**src/rtl/instr_fetch.sv**
```systemverilog
// Instruction fetch with a 2-entry decode buffer; optional FetchCount counter under FETCH_PERF_EN.
// Latency: a response reaches InstrValid one cycle later; after Redirect, fetch restarts at Target the next cycle.
// Backpressure: IReq is withheld while in-flight plus buffered entries would exceed 2; DecStall holds the head.
module instr_fetch #(
    parameter logic [31:0] RESET_PC = 32'h0000_0000
) (
    input  logic        Clock,
    input  logic        nReset,
    output logic [31:0] IAddr,
    output logic        IReq,
    input  logic        IReady,
    input  logic        IValid,
    input  logic [31:0] IData,
    input  logic        Redirect,
    input  logic [31:0] Target,
    input  logic        DecStall,
    output logic [31:0] Instruction,
    output logic [31:0] InstrAddrOut,
    output logic        InstrValid
`ifdef FETCH_PERF_EN
    ,
    output logic [31:0] FetchCount
`endif
);

    logic [31:0] pc;
    logic [1:0]  inflight;
    logic [1:0]  stale;
    logic [1:0]  count;
    logic [31:0] addr0, data0, addr1, data1;

    logic        consume;
    logic        resp;
    logic        push;
    logic        accept;
    logic [1:0]  live;
    logic [1:0]  wr_idx;
    logic [2:0]  used;
    logic [31:0] resp_addr;
    logic        unused_target_lsbs;

    assign IAddr        = pc;
    assign InstrValid   = (count != 2'd0);
    assign Instruction  = data0;
    assign InstrAddrOut = addr0;

    assign consume = InstrValid && !DecStall && !Redirect;
    // A response with nothing outstanding can only belong to a request issued before a reset.
    assign resp    = IValid && (inflight != 2'd0);
    assign push    = resp && (stale == 2'd0) && !Redirect;

    // The slot freed by this cycle's consumption is reusable at once, giving one request per cycle.
    assign used    = {1'b0, inflight} + {1'b0, count} - {2'b00, consume};
    assign IReq    = nReset && !Redirect && (used < 3'd2);
    assign accept  = IReq && IReady;

    // Live requests are contiguous and end just below pc, so the oldest one is pc - 4*live.
    assign live      = inflight - stale;
    assign resp_addr = pc - {28'd0, live, 2'b00};
    assign wr_idx    = count - {1'b0, consume};

    assign unused_target_lsbs = ^Target[1:0];

    always_ff @(posedge Clock or negedge nReset) begin
        if (!nReset) begin
            pc       <= RESET_PC;
            inflight <= 2'd0;
            stale    <= 2'd0;
        end else if (Redirect) begin
            pc       <= {Target[31:2], 2'b00};
            inflight <= inflight - {1'b0, resp};
            stale    <= inflight - {1'b0, resp};
        end else begin
            if (accept) begin
                pc <= pc + 32'd4;
            end
            inflight <= inflight + {1'b0, accept} - {1'b0, resp};
            if (resp && (stale != 2'd0)) begin
                stale <= stale - 2'd1;
            end
        end
    end

    always_ff @(posedge Clock or negedge nReset) begin
        if (!nReset) begin
            count <= 2'd0;
            addr0 <= 32'd0;
            data0 <= 32'd0;
            addr1 <= 32'd0;
            data1 <= 32'd0;
        end else if (Redirect) begin
            count <= 2'd0;
        end else begin
            if (consume) begin
                addr0 <= addr1;
                data0 <= data1;
            end
            // Later assignment wins, so a write into slot 0 overrides the shift above.
            if (push) begin
                if (wr_idx == 2'd0) begin
                    addr0 <= resp_addr;
                    data0 <= IData;
                end else begin
                    addr1 <= resp_addr;
                    data1 <= IData;
                end
            end
            count <= count + {1'b0, push} - {1'b0, consume};
        end
    end

`ifdef FETCH_PERF_EN
    always_ff @(posedge Clock or negedge nReset) begin
        if (!nReset) begin
            FetchCount <= 32'd0;
        end else if (consume) begin
            FetchCount <= FetchCount + 32'd1;
        end
    end
`endif

endmodule
```
**config.mk**
```make
export PLATFORM = sky130hd
export DESIGN_NAME = instr_fetch
export DESIGN_NICKNAME = d
export VERILOG_FILES = /design/src/rtl/instr_fetch.sv
export SDC_FILE = /design/constraint.sdc
export NUM_CORES = 1
export LEC_CHECK = 0
export BUFFER_PORTS_ARGS = -buffer_cell sky130_fd_sc_hd__buf_2
export CAP_MARGIN = 20
export CORE_MARGIN = 1
export CORE_UTILIZATION = 40
export DETAILED_ROUTE_END_ITERATION = 16
export PLACE_DENSITY_LB_ADDON = 0.05
export SLEW_MARGIN = 10
export SYNTH_ARGS = -nofsm -noshare
export SYNTH_HDL_FRONTEND = slang
export SYNTH_SLANG_ARGS = --single-unit
```
**constraint.sdc**
```tcl
create_clock -name Clock -period 8 [get_ports Clock]
set_clock_uncertainty 0.2 [all_clocks]
set_input_delay 0.4 -clock Clock [delete_from_list [all_inputs] [get_ports Clock]]
set_output_delay 0.4 -clock Clock [all_outputs]
set_load 0.05 [all_outputs]
```
==> results.json <==
{
  "setup_viol": 0,
  "grt_pass1_vias": 6548,
  "status": "complete, no violations",
  "gp_congestion": 0.8877,
  "p_per_area_mw_per_mm2": 376.1,
  "cts_tree": "yes",
  "use_met3": 0.03636,
  "grt_antenna_before_repair": 0,
  "placedCellCount": 1194,
  "numCtsBuffers": 17,
  "yosysTopAreaCell": "dfrtp_1",
  "synthTopCellsByCount": "dfrtp_1, nand2_1, o21ai_0",
  "yosysUniqueCellTypes": 55,
  "root_buffer": "clkbuf_16",
  "path_buf_inv": 2,
  "drc": 0,
  "max_stage_delay_ns": 0.87,
  "synth_warnings": 0,
  "use_met1": 0.2769,
  "slew_headroom": 0.2737,
  "drt-vias-per-instance": 5.232,
  "ys_seq_area_frac": 0.4888,
  "fp.dieW_um": 146.0,
  "wl_per_cell_um": 16.33,
  "slowest_stage": "nor2_1",
  "die_height_um": 146.0,
  "end_kind": "flop",
  "pwr-share-seq": 0.350,
  "clkPwrFrac": 0.221,
  "finalHoldViolCount": 0,
  "dp_slack_ns": 2.759,
  "ant_nets": 0,
  "start_kind": "flop",
  "p_leak_nw": 4.884,
  "synth.most_common_cell": "dfrtp_1",
  "yosys-top-cells-area": "dfrtp_1, mux2_2, mux2i_1",
  "final.fill_count": 1913,
  "fin_crit_ns": 4.897,
  "setup_ws_ns": 3.103,
  "p_sw_frac": 0.4396,
  "dr.pass1.iters": 6,
  "core-area_mm2": 0.02030,
  "cp_top_family": "simple AND/OR/NAND/NOR gates",
  "syn_inst": 814,
  "ys_seq_elements": 162,
  "grt_first_pass_wirelength_mm": 34.00,
  "critPathKind": "reg -> reg",
  "cap_violations": 0,
  "hpwlAfterDp_mm": 13.67,
  "maxSlewViolCount": 0,
  "drive_gt1_frac": 0.2649,
  "final_area_mm2": 0.01034,
  "grt-busiest-layer": "met2",
  "htree_levels": 4,
  "vdd_drop_max_mv": 0.1626,
  "num_rows": 52,
  "stdcell_count": 1274,
  "io_pins": 168,
  "intPower_mw": 2.180,
  "grt_max_degree": 127,
  "gr-usage-all-layers": 0.2009,
  "dpl_cell_area_mm2": 0.009236,
  "syn_area_per_cell_um2": 10.19,
  "cp.required_ns": 8.15,
  "p_comb_frac": 0.429,
  "cts.sinks": 162,
  "dieArea_mm2": 0.02131,
  "overflow": 0,
  "post_cts_resized": 0,
  "clk_latency_ns": 0.43,
  "p_switching_mw": 1.710,
  "path_cells": "nor2_1, or3_2, xnor2_1, nand2_1, fa_1, nand4b_1, nor2_1, inv_1, ha_1, inv_1, ha_1, xnor2_1, o21ai_0, xnor2_1",
  "worstMarginPinSlew_ns": 1.085,
  "hold_buffers": 47,
  "totalWireLength_mm": 20.81,
  "synthFlopType": "dfrtp_1",
  "hold_path_class": "in -> reg",
  "finalHoldWorstSlack_ns": 0.02203,
  "cts_buffer_depth": 2,
  "critical_path_arrival_ns": 5.05,
  "fmax_mhz": 204.2,
  "nNetsFinal": 1073,
  "met2_usage": 0.3158,
  "synth-edff-count": 0,
  "rsz0062_at_grt": "false",
  "drtIter0Drc": 275,
  "yosys.area.top_type_share": 0.4888,
  "crit_fanout": 24,
  "cp_common_cell": "xnor2_1",
  "cts_setup_buffers": 0,
  "clk_pin_slew_worst_paths_ns": 0.07,
  "start_util": 0.4085,
  "synth-async-reset-ratio": 1.000,
  "ff2ff_setup_slack_ns": 3.10,
  "syn_area_mm2": 0.008293,
  "syn2layout_area_growth_pct": 24.73,
  "io_buffers": 163,
  "n_antenna_cell": 0,
  "tns_ns": 0,
  "vias": 6666,
  "fin_crit_sh": 0.6122
}
-- kinds of logic after synthesis --
logic type | count (synthesis) | synth area share
buffers and inverters | 79 | 0.04330
multiplexers | 82 | 0.1050
AO/OA/AOI/OAI | 170 | 0.1227
AND/OR/NAND/NOR | 267 | 0.1765
adder cells (fa/ha/maj) | 12 | 0.01992
flip-flops | 162 | 0.4888
XOR/XNOR | 41 | 0.04330
other | 1 | 0.0004522
-- power by group through the flow --
stage	Combinational, mW	Sequential (mW)	Clock (mW)
6_report	1.67	1.36	0.859
5_1_grt	1.81	1.41	0.919
4_1_cts	1.68	1.36	0.882
3_5_place_dp	1.66	1.38	0
3_3_place_gp	1.63	1.36	0
2_1_floorplan	0.742	1.87	0
-- sequential cells by signal, indices dropped and copies added, names as in the netlist --
signal / cells
IAddr: 30
InstrAddrOut: 32
Instruction: 32
addr1: 30
count: 2
data1: 32
inflight: 2
stale: 2
-- worst paths after layout --
check | endpoint | cells after the start | from
worst min register to register | data1[19]$_DFFE_PN0P_ | 1 | data1[19]$_DFFE_PN0P_
worst max register to register | inflight[1]$_DFF_PN0_ | 14 | count[0]$_DFF_PN0_
worst max-delay path | inflight[1]$_DFF_PN0_ | 14 | count[0]$_DFF_PN0_
max in group asynchronous | addr1[6]$_DFFE_PN0P_ | 4 | nReset
worst min-delay path | IAddr[16]$_DFFE_PN0P_ | 3 | Target[16]
min in group asynchronous | addr1[25]$_DFFE_PN0P_ | 2 | nReset
-- placed cells by master, fill, tap and decap left out, types with 18 or more instances in the layout --
master	synthesis	final
mux2_2	40	40
dlygate4sd3_1	0	47
inv_1	18	18
nand3_1	23	23
dfrtp_1	162	162
nand2_1	76	76
mux2i_1	42	42
xnor2_1	31	31
o21ai_0	62	62
nor2_1	55	55
a21oi_1	52	52
a211oi_1	23	23
buf_2	27	162
-- worst reg2reg max path, stage by stage, from the launching register on --
cell	delay [ns]
dfrtp_1	0.42
nor2_1	0.11
or3_2	0.47
xnor2_1	0.17
nand2_1	0.08
fa_1	0.54
nand4b_1	0.19
nor2_1	0.87
inv_1	0.66
ha_1	0.47
inv_1	0.04
ha_1	0.17
xnor2_1	0.11
o21ai_0	0.18
xnor2_1	0.14
-- metal layers --
metal	vias to the layer above	share of wire
li1	3220	-
met1	3226	0.48
met2	190	0.46
met3	30	0.044
met4	0	0.018
met5	-	0
-- metrics by stage --
step                  util  total power, mW
global placement    0.4550            2.989
finish              0.5096            3.890
CTS                 0.5086            3.930
detailed placement  0.4550            3.038
global route        0.5096            4.138
floorplan                -            2.615
-- area by class of cell --
cell class	instances	area, um^2	share of cell area
flip-flops and latches	162	4054	0.3919
repair buffers	218	1365	0.1320
inverters	18	67.56	0.006532
clock inverters	15	191.4	0.01851
multi-input cells	574	3902	0.3773
clock buffers	17	425.4	0.04113
well taps	270	337.8	0.03266
No activity file was read; power rests on OpenSTA's default activity.
